<file path="src/rtl/event_encoder_8x3_if.sv">
// Output handshake bundle for the 8-to-3 event encoder.
// Signals:
//   code  - 3-bit index of the event being presented
//   valid - code is meaningful
//   ready - consumer accepts code when valid && ready at a rising edge
// Modports:
//   master - the encoder side (drives code/valid, samples ready)
//   slave  - the consumer side (samples code/valid, drives ready)
interface event_encoder_8x3_if;
    logic [2:0] code;
    logic       valid;
    logic       ready;

    modport master (output code, output valid, input ready);
    modport slave  (input code, input valid, output ready);
endinterface

</file>
<file path="src/rtl/event_encoder_8x3.sv">
// Sequential 8-to-3 event encoder.
// Single-cycle strobes on d are latched into a pending register. Pending
// events are handed out one per accepted transfer as a 3-bit index on a
// valid/ready slot, highest index first. A strobe that lands on a bit that
// is already pending, and is not being loaded on that edge, is a lost event.
// Ports:
//   clk      - rising-edge clock
//   rst      - asynchronous active-high reset
//   en       - capture enable; d is ignored while low
//   d[7:0]   - event strobes
//   bus      - code/valid/ready handshake (master side)
//   pending  - events captured but not yet loaded into code
//   overflow - one-cycle pulse after an edge that lost at least one event
//   ovf_cnt  - saturating count of edges that lost events
module event_encoder_8x3 #(
    parameter int CNT_W = 8
) (
    input  logic                 clk,
    input  logic                 rst,
    input  logic                 en,
    input  logic [7:0]           d,
    event_encoder_8x3_if.master  bus,
    output logic [7:0]           pending,
    output logic                 overflow,
    output logic [CNT_W-1:0]     ovf_cnt
);

    logic [7:0]       pending_reg;
    logic [2:0]       code_reg;
    logic             valid_reg;
    logic             overflow_reg;
    logic [CNT_W-1:0] ovf_cnt_reg;

    logic [7:0]       cap;
    logic             slot_free;
    logic [2:0]       hi_idx;
    logic             do_load;
    logic [7:0]       load_vec;
    logic [7:0]       lost_vec;
    logic [7:0]       pending_next;

    assign cap       = d & {8{en}};
    // ready only steers the next state; outputs come straight from registers.
    assign slot_free = !valid_reg || bus.ready;
    assign do_load   = slot_free && (pending_reg != 8'h00);

    // Fixed priority: the last set bit scanned upward wins, so bit 7 dominates.
    always_comb begin
        hi_idx = 3'd0;
        for (int i = 0; i < 8; i++) begin
            if (pending_reg[i]) begin
                hi_idx = 3'(i);
            end
        end
    end

    genvar gi;
    generate
        for (gi = 0; gi < 8; gi++) begin : g_bit
            assign load_vec[gi]     = do_load && (hi_idx == 3'(gi));
            // A new strobe beats the clear of a bit being loaded this edge.
            assign pending_next[gi] = cap[gi] | (pending_reg[gi] & ~load_vec[gi]);
            assign lost_vec[gi]     = cap[gi] & pending_reg[gi] & ~load_vec[gi];
        end
    endgenerate

    always_ff @(posedge clk or posedge rst) begin
        if (rst) begin
            pending_reg  <= 8'h00;
            code_reg     <= 3'd0;
            valid_reg    <= 1'b0;
            overflow_reg <= 1'b0;
            ovf_cnt_reg  <= '0;
        end else begin
            pending_reg <= pending_next;
            if (slot_free) begin
                valid_reg <= do_load;
                if (do_load) begin
                    code_reg <= hi_idx;
                end
            end
            // Several colliding bits on one edge still count as one loss.
            overflow_reg <= |lost_vec;
            if ((|lost_vec) && (ovf_cnt_reg != {CNT_W{1'b1}})) begin
                ovf_cnt_reg <= ovf_cnt_reg + 1'b1;
            end
        end
    end

    assign pending   = pending_reg;
    assign bus.code  = code_reg;
    assign bus.valid = valid_reg;
    assign overflow  = overflow_reg;
    assign ovf_cnt   = ovf_cnt_reg;

endmodule

</file>
<file path="src/flat_wrapper.sv">
// flat-port wrapper written by rule: the top's interface ports become plain ports
module event_encoder_8x3_flat 
#(
    parameter int CNT_W = 8
)
  (clk, rst, en, d, pending, overflow, ovf_cnt, bus_code, bus_valid, bus_ready);
  event_encoder_8x3_if bus_i ();
  input  logic clk;
  input  logic rst;
  input  logic en;
  input  logic [7:0] d;
  output logic [7:0] pending;
  output logic overflow;
  output logic [CNT_W-1:0] ovf_cnt;
  output wire logic [$bits(bus_i.code)-1:0] bus_code;
  output wire logic [$bits(bus_i.valid)-1:0] bus_valid;
  input wire logic [$bits(bus_i.ready)-1:0] bus_ready;
  assign bus_code = bus_i.code;
  assign bus_valid = bus_i.valid;
  assign bus_i.ready = bus_ready;
  event_encoder_8x3 #(.CNT_W(CNT_W)) u_core (.clk(clk), .rst(rst), .en(en), .d(d), .bus(bus_i), .pending(pending), .overflow(overflow), .ovf_cnt(ovf_cnt));
endmodule
</file>
<file path="config.mk">
export PLATFORM = sky130hd
export DESIGN_NAME = event_encoder_8x3_flat
export DESIGN_NICKNAME = d
export VERILOG_FILES = /design/src/rtl/event_encoder_8x3_if.sv /design/src/rtl/event_encoder_8x3.sv /design/src/flat_wrapper.sv
export SDC_FILE = /design/constraint.sdc
export NUM_CORES = 1
export LEC_CHECK = 0
export ABC_AREA = 1
export BUFFER_PORTS_ARGS = -buffer_cell sky130_fd_sc_hd__buf_2
export CAP_MARGIN = 15
export CORE_MARGIN = 2
export CORE_UTILIZATION = 45
export DETAILED_ROUTE_END_ITERATION = 10
export GPL_TIMING_DRIVEN = 0
export PLACE_DENSITY_LB_ADDON = 0.2
export SLEW_MARGIN = 20
export SYNTH_ARGS = -nofsm -noshare
export SYNTH_HDL_FRONTEND = slang
export SYNTH_SLANG_ARGS = --single-unit
export TNS_END_PERCENT = 10
</file>
<file path="constraint.sdc">
create_clock -name clk -period 3.9 [get_ports clk]
set_input_delay 0.975 -clock clk [delete_from_list [all_inputs] [get_ports clk]]
set_output_delay 0.975 -clock clk [all_outputs]
set_load 0.03 [all_outputs]
</file>
# Word level (Yosys, flattened, before mapping)
# Cells that the tools add are included.
[word_totals] reg_bits=21 in_bits=12 output_inout_bits=21 word_cells=78
[classes] addsub=1 eq_ne=8 muxes=7 bitwise=41 n_reduce_logical=16
[op_table] cell="$and 1x1->1" count=24
[op_table] cell="$eq 3x3->1 const B" count=4
[op_table] cell="$mux 3" count=4
[op_table] cell="$logic_and 1x1->1" count=10
[op_table] cell="$add 8x1->8 const B" count=1
[op_table] cell="$and 8x8->8" count=1
[op_table] cell="$ne 8x8->1 const B" count=1
[op_table] cell="$not 1->1" count=8
[op_table] cell="$or 1x1->1" count=8
[op_table] cell="$reduce_bool 8->1" count=1
[op_table] cell="$reduce_or 8->1" count=1
[op_table] cell="$eq 3x2->1 const B" count=2
[op_table] cell="$mux 2" count=2
[op_table] cell="$eq 3x1->1 const B" count=1
[op_table] cell="$logic_not 3->1" count=1
[op_table] cell="$reduce_and 2->1" count=1
[op_table] cell="$logic_not 1->1" count=1
[op_table] cell="$logic_or 1x1->1" count=1
[op_table] cell="$mux 1" count=1

# Logic depth before layout (Yosys ltp)
# Gate-level depths: netlist of run 1.
[logic_depth] word_depth=13 ltp_mapped=14 mapped_depth_nobuf=14

# Least setup slack after synthesis of run 1
# OpenSTA, ideal clock, no wires.
[synth_timing] kind="input to register" start="in bus_ready" end="reg u_core.ovf_cnt_reg[0], in the netlist u_core.ovf_cnt[0]" setup_time_ns=0.118 arrival_ns=1.847 required_ns=3.782 path_slack_ns=1.935 stages=11 n_path_buf=0 path_cell_list="inv_1 > nand2_4 > nand4_1 > clkinv_1 > nand3_1 > nand2_1 > nand2_4 > nor2_2 > nand2_4 > nand3_1 > nand2_1"
[synth_via] elab_chain_len=7 elab_cells_between_ends=28 cone_classes="16 x bitwise; 12 x reduce/logical"
[synth_lines] element="from (decl)" line="flat_wrapper.sv:17" text="input wire logic [$bits(bus_i.ready)-1:0] bus_ready;"
[synth_lines] element="$logic_or 1x1->1 (*)" line="event_encoder_8x3.sv:44" text="assign slot_free = !valid_reg || bus.ready;"
[synth_lines] element="$logic_and 1x1->1 (*)" line="event_encoder_8x3.sv:45" text="assign do_load = slot_free && (pending_reg != 8'h00);"
[synth_lines] element="$logic_and 1x1->1" line="event_encoder_8x3.sv:60" text="assign load_vec[gi] = do_load && (hi_idx == 3'(gi));"
[synth_lines] element="$not 1->1" line="event_encoder_8x3.sv:63" text="assign lost_vec[gi] = cap[gi] & pending_reg[gi] & ~load_vec[gi];"
[synth_lines] element="$and 1x1->1" line="event_encoder_8x3.sv:63"
[synth_lines] element="$reduce_or 8->1 (*)" line="event_encoder_8x3.sv:84" text="if ((|lost_vec) && (ovf_cnt_reg != {CNT_W{1'b1}})) begin"
[synth_lines] element="$logic_and 1x1->1 (*)" line="event_encoder_8x3.sv:84"
[synth_lines] element="to (signal assigned)" line="event_encoder_8x3.sv:85" text="ovf_cnt_reg <= ovf_cnt_reg + 1'b1;"
[synth_lines] element="to (decl)" line="event_encoder_8x3.sv:32" text="logic [CNT_W-1:0] ovf_cnt_reg;"
# Every way passes the cells marked *; elsewhere a longest branch is shown, timed or not.
# A chain may end at the register's enable or synchronous reset.

# Worst setup path after layout of run 1
[layout_timing] start="reg u_core.pending_reg[1], in the netlist u_core.pending[1]" end="out pending[1]"
[layout_lines] element="from (decl)" line="event_encoder_8x3.sv:28" text="logic [7:0] pending_reg;"
[layout_lines] element="from (signal assigned)" line="event_encoder_8x3.sv:75" text="pending_reg <= pending_next;"
[layout_lines] element="to (decl)" line="flat_wrapper.sv:12" text="output logic [7:0] pending;"
# No word-level cell between the ends.

==> impl_metrics.csv, run 1 <==
group,metric,value,unit
global_routing,grt_start_max_net_pins,22,
die,die-area,0.00319,mm2
cts,holdBufCountCts,0,
synthesis,syn_area_per_cell,7.81,um2
global_routing,grt-ovfl-total,0,
drt,wirelength,2510,um
worst_setup_path,path_max_fanout,5,
worst_setup_path,rr_startpoint,"u_core.pending[3]$_DFF_PP0_",
place,place_congestion,0.810,
hold_path,whs_endpoint,"u_core.bus.code[1]$_DFFE_PP0P_",
worst_setup_path,cp_slowest_cell,"dfrtp_1",
flow_run,cap_viol_max_count,0,
timing,rsz0062_at_grt,"no",
timing,finalCritPeriodShare,50.4,%
worst_setup_path,required,2.92,ns
worst_setup_path,path_delay_family,"flip-flops",
timing,fin_crit,1.96,ns
drt,ant_nets,0,
worst_setup_path,cp_cell_sequence,"buf_2",
worst_setup_path,cp.buffers_inverters,1,
cts,cts_num_sinks,21,
cts,cts_max_level,1,
cells_and_area,antenna_cells,0,
die,die_w,56.5,um
cells_and_area,nNetsFinal,209,
die,start_util,46.2,%
synthesis,synth-seq-area-share,42.3,%
worst_setup_path,r2r_slack,2.22,ns
drt,drc,0,
worst_setup_path,r2r-end,"u_core.ovf_cnt[7]$_DFFE_PP0P_",
drt,drt_iter0_markers,43,
worst_setup_path,cp_data_arrival_time,0.99,ns
cells_and_area,layout_common_cells,"nand2_1, buf_2, inv_1",
hold_path,hold_depth,2,
timing,final.setup.tns,0,ns
place,io_buffer_count,32,
outcome,status,"finished clean",
timing,slew_violations,0,
die,die_h,56.5,um
synthesis,syn_area,0.00124,mm2
pwr,p_sw_share,43.6,%
cells_and_area,mostFrequentLayoutCell,"nand2_1",
timing,fmax,509,MHz
worst_setup_path,end_kind,"output pin",
cts,post_cts_buffers,0,
cts,cts_root_buf,"clkbuf_4",
cts,cts_tree,"done",
synthesis,ys_ff_latch,21,
pwr,internal_power,399,uW
cts,ctsResizeCount,0,
cts,clk_pin_slew_worst_paths,0.11,ns
timing,hold_viol,0,
synthesis,yosysUniqueCellTypes,23,
global_routing,grt_pass1_wl,4280,um
global_routing,antenna_found_initial,0,
drt,wl_per_cell,11.1,um
cts,cts_made_buffers,3,
cts,clk_latency,0.30,ns
hold_path,hold_path.startpoint,"u_core.bus.code[1]$_DFFE_PP0P_",
worst_setup_path,path_class,"register to output pin",
worst_setup_path,r2r.worst_path.cells,10,
pwr,power_frac_comb,41.7,%
place,hpwl,2000,um
worst_setup_path,max_stage_delay,0.46,ns
pwr,clockPowerShare,14.7,%
cells_and_area,area_growth,18.1,%
synthesis,synth_cells,159,
worst_setup_path,start_kind,"register",
global_routing,first_global_vias,1008,
die,num_io_pins,33,
pwr,p_per_area,482,mW/mm2
die,core.rowCount,19,
hold_path,hold_class,"register to register",
pwr,peakVddDrop,0.412,mV
cts,clock_path_buffers,2,
timing,tightest_slew,0.784,ns
timing,skew,0.00264,ns
drt,routed_via_density,4.86,
global_routing,grt_usage,16.8,%
timing,maxSlewHeadroom,47.7,%
timing,setup_viol,0,
pwr,p_seq_share,43.6,%
synthesis,syn_nets,172,
pwr,p_leak,0.000813,uW
cells_and_area,drive_above_1_share,28.2,%
drt,firstDrtPassIters,4,
drt,num_vias,1098,
pwr,p_total,707,uW
cells_and_area,fillers,253,
synthesis,synth_warnings,0,
die,core,0.00269,mm2
pwr,p_switching,308,uW
power by group through the flow:
| stage | Combinational, uW | Clock [uW] | Sequential (uW) |
|---|---|---|---|
| after detailed placement | 298 | 0 | 312 |
| after CTS | 298 | 109 | 308 |
| final | 295 | 104 | 308 |
| after global routing | 323 | 117 | 316 |
| after global placement | 293 | 0 | 308 |
| after floorplan | 138 | 0 | 392 |
cells in the mapped netlist:
library cell / count / area (um2)
a21boi_2: 1 / 11.3
a31oi_1: 1 / 6.26
clkinv_1: 1 / 3.75
dfrtp_1: 21 / 526
ha_1: 1 / 12.5
inv_1: 23 / 86.3
inv_2: 1 / 3.75
nand2_1: 53 / 199
nand2_2: 2 / 12.5
nand2_4: 3 / 33.8
nand3_1: 16 / 80.1
nand3_2: 5 / 50.1
nand4_1: 3 / 18.8
nor2_1: 6 / 22.5
nor2_2: 3 / 18.8
nor2_4: 3 / 33.8
nor3_1: 3 / 15.0
o21ai_0: 4 / 20.0
o21ai_2: 1 / 8.76
o21bai_1: 1 / 7.51
o21bai_4: 1 / 18.8
xnor2_1: 2 / 17.5
xor2_1: 4 / 35.0
routing by layer:
metal | global-route usage (%) | share of wire, % | vias up
met1 | 23.9 | 48 | 491
met4 | 4.08 | 1.1 | 0
met5 | 0 | 0 | -
met2 | 26.7 | 46 | 33
li1 | - | - | 570
met3 | 2.76 | 4.9 | 4
worst max path at each step:
stage | to | start | slack [ns] | depth (start not counted)
after floorplan | u_core.ovf_cnt[0]$_DFFE_PP0P_ | bus_ready | 1.94 | 11
after global placement | u_core.ovf_cnt[6]$_DFFE_PP0P_ | en | 1.72 | 9
after detailed placement | u_core.ovf_cnt[6]$_DFFE_PP0P_ | en | 1.68 | 9
after CTS | pending[1] | u_core.pending[1]$_DFF_PP0_ | 1.92 | 1
after global routing | pending[1] | u_core.pending[1]$_DFF_PP0_ | 1.88 | 1
final | pending[1] | u_core.pending[1]$_DFF_PP0_ | 1.94 | 1
cells by family after synthesis:
family	after synthesis	synth area share, %
compound gates	9	5.85
flops	21	42.3
xor+xnor	6	4.23
buf+inv	25	7.56
simple gates	97	39.0
fa+ha+maj	1	1.01
layout make-up:
| type | instances | area, um2 | area share, % |
|---|---|---|---|
| Sequential cell | 21 | 526 | 35.8 |
| Tap cell | 31 | 38.8 | 2.65 |
| Clock buffer | 4 | 26.3 | 1.79 |
| Inverter | 25 | 93.8 | 6.40 |
| Timing Repair Buffer | 32 | 160 | 10.9 |
| Multi-Input combinational cell | 113 | 622 | 42.4 |
through the flow:
step | std cells | util (%) | hold WS (ns) | worst slack (ns) | instance area [um2]
CTS | 226 | 54.6 | 0.500 | 1.92 | 1470
global route | 226 | 54.6 | 0.522 | 1.88 | 1470
global placement | 222 | 53.6 | 0.465 | 1.72 | 1440
floorplan | 159 | - | 0.656 | 1.94 | 1240
detailed placement | 222 | 53.6 | 0.471 | 1.68 | 1440
finish | 226 | 54.6 | 0.496 | 1.94 | 1470
Note: power is estimated with default switching activity, not from simulation.
==> inputs of run 2 (changes only) <==
- clock period: 3.9 -> 1.6 ns (I/O delays scaled with it)
==> impl_metrics.csv, run 2 (synthesized netlist as in run 1, its figures left out) <==
group,metric,value,unit
die,die_w,56.5,um
global_routing,grt-ovfl-total,0,
worst_setup_path,rr_startpoint,"u_core.pending[6]$_DFF_PP0_",
cts,clk_latency,0.31,ns
drt,wl_met3,111,um
cts,clock_path_buffers,2,
die,core,0.00269,mm2
worst_setup_path,r2r-end,"u_core.ovf_cnt[3]$_DFFE_PP0P_",
timing,maxSlewHeadroom,47.3,%
cells_and_area,area_growth,22.0,%
worst_setup_path,cp_data_arrival_time,1.84,ns
timing,slew_violations,0,
cells_and_area,nNetsFinal,211,
cells_and_area,drive_above_1_share,34.0,%
drt,drc,0,
worst_setup_path,path_class,"register to register",
global_routing,antenna_found_initial,0,
flow_run,cap_viol_max_count,0,
timing,fin_crit,1.63,ns
drt,highest_layer,"met4",
cts,cts_made_buffers,3,
pwr,p_total,1760,uW
cells_and_area,mostFrequentLayoutCell,"nand2_1",
die,num_io_pins,33,
global_routing,grt_start_max_net_pins,22,
place,place_congestion,0.804,
worst_setup_path,required,1.82,ns
cts,cts_root_buf,"clkbuf_4",
pwr,p_leak,0.000825,uW
cells_and_area,fillers,272,
timing,finalCritPeriodShare,102,%
cells_and_area,multi_input_comb_area,644,um2
timing,fin_hold_ws,0.214,ns
timing,setup_viol,8,
global_routing,grt_pass1_wl,4520,um
pwr,p_per_area,1160,mW/mm2
cells_and_area,antenna_cells,0,
drt,routed_via_density,4.91,
worst_setup_path,r2r.worst_path.cells,12,
cts,holdBufCountCts,0,
cts,clk_pin_slew_worst_paths,0.12,ns
global_routing,grt_usage,17.9,%
drt,drt_iter0_markers,21,
timing,skew,0.00421,ns
worst_setup_path,path_max_fanout,9,
drt,ant_nets,0,
outcome,status,"complete, but fails checks",
cells_and_area,regArea,534,um2
cts,cts_tree,"done",
place,hpwl,2040,um
drt,num_vias,1119,
die,start_util,46.2,%
cts,cts_max_level,1,
drt,firstDrtPassIters,4,
drt,wl_per_cell,11.5,um
timing,hold_viol,0,
worst_setup_path,startpoint,"u_core.pending[6]$_DFF_PP0_",
drt,wl_met2,1230,um
place,post_dp_cell_area,0.00145,mm2
drt,wirelength,2620,um
worst_setup_path,start_kind,"register",
place,dp.cells,222,
drt,wl_met1,1250,um
pwr,peakVddDrop,0.845,mV
timing,tightest_slew,0.789,ns
cells_and_area,fin_area,0.00151,mm2
timing,fin_ws,-0.0283,ns
timing,final.setup.tns,-0.169,ns
die,die-area,0.00319,mm2
global_routing,first_global_vias,1014,
timing,fmax,614,MHz
cells_and_area,finalNonFillerCells,228,
die,die_h,56.5,um
place,io_buffer_count,32,
worst_setup_path,r2r_slack,-0.03,ns
worst_setup_path,end_kind,"register",
hold_path,hold_class,"input port to async pin",
timing,rsz0062_at_grt,"yes",
cells_and_area,layout_common_cells,"nand2_1, buf_2, inv_1",
die,core.rowCount,19,
cts,cts_num_sinks,21,
outcome,violations,"setup timing",
run 2: layer usage:
metal | vias to the layer above | global-route usage, %
li1 | 576 | -
met3 | 4 | 2.30
met2 | 27 | 27.2
met5 | - | 0
met1 | 512 | 26.2
met4 | 0 | 6.12
run 2: critical path, stage by stage, from the launching register on:
cell     delay [ns]
dfrtp_2        0.45
nor2_4         0.19
nand2_2        0.11
inv_2          0.06
nand3_1        0.06
inv_1          0.05
nand3_1        0.10
nand3_2        0.10
nand2_1        0.08
nor2_4         0.10
nand2_4        0.09
nand3_1        0.09
nand2_1        0.06
run 2: cell type report:
class / count / share of cell area [%]
clock buffer: 3 / 1.49
clock inverter: 1 / 0.331
inverter: 25 / 6.20
multi-input combinational: 113 / 42.6
sequential: 21 / 35.3
tap: 31 / 2.56
timing repair buffer: 34 / 11.6
run 2: report_power, final:
part / internal, uW / total [uW] / switching, uW / leakage (uW)
registers: 641 / 755 / 113 / 0.000228
logic: 254 / 744 / 491 / 0.000579
clock network: 93.4 / 264 / 171 / 0.0000177
total: 988 / 1760 / 775 / 0.000825
run 2: repair_timing:
item	in CTS	in global routing
setup buffers	2	0
pin swaps	2	4
resized for setup	3	3
gates cloned	0	0
setup endpoints to repair	8	9
run 2: worst max path at each step:
| stage | slack (ns) | to |
|---|---|---|
| 6_report | -0.03 | u_core.ovf_cnt[3]$_DFFE_PP0P_ |
| 5_1_grt | -0.20 | u_core.ovf_cnt[7]$_DFFE_PP0P_ |
| 4_1_cts | -0.02 | u_core.ovf_cnt[3]$_DFFE_PP0P_ |
| 3_5_place_dp | -0.05 | u_core.ovf_cnt[2]$_DFFE_PP0P_ |
| 3_3_place_gp | -0.01 | u_core.ovf_cnt[0]$_DFFE_PP0P_ |
| 2_1_floorplan | 0.01 | u_core.ovf_cnt[2]$_DFFE_PP0P_ |
run 2: stage by stage:
step	util (%)	setup WS, ns
after detailed placement	53.9	-0.0461
after global routing	56.4	-0.196
final	56.4	-0.0283
after floorplan	-	0.00991
after global placement	53.9	-0.0130
after CTS	56.0	-0.0216
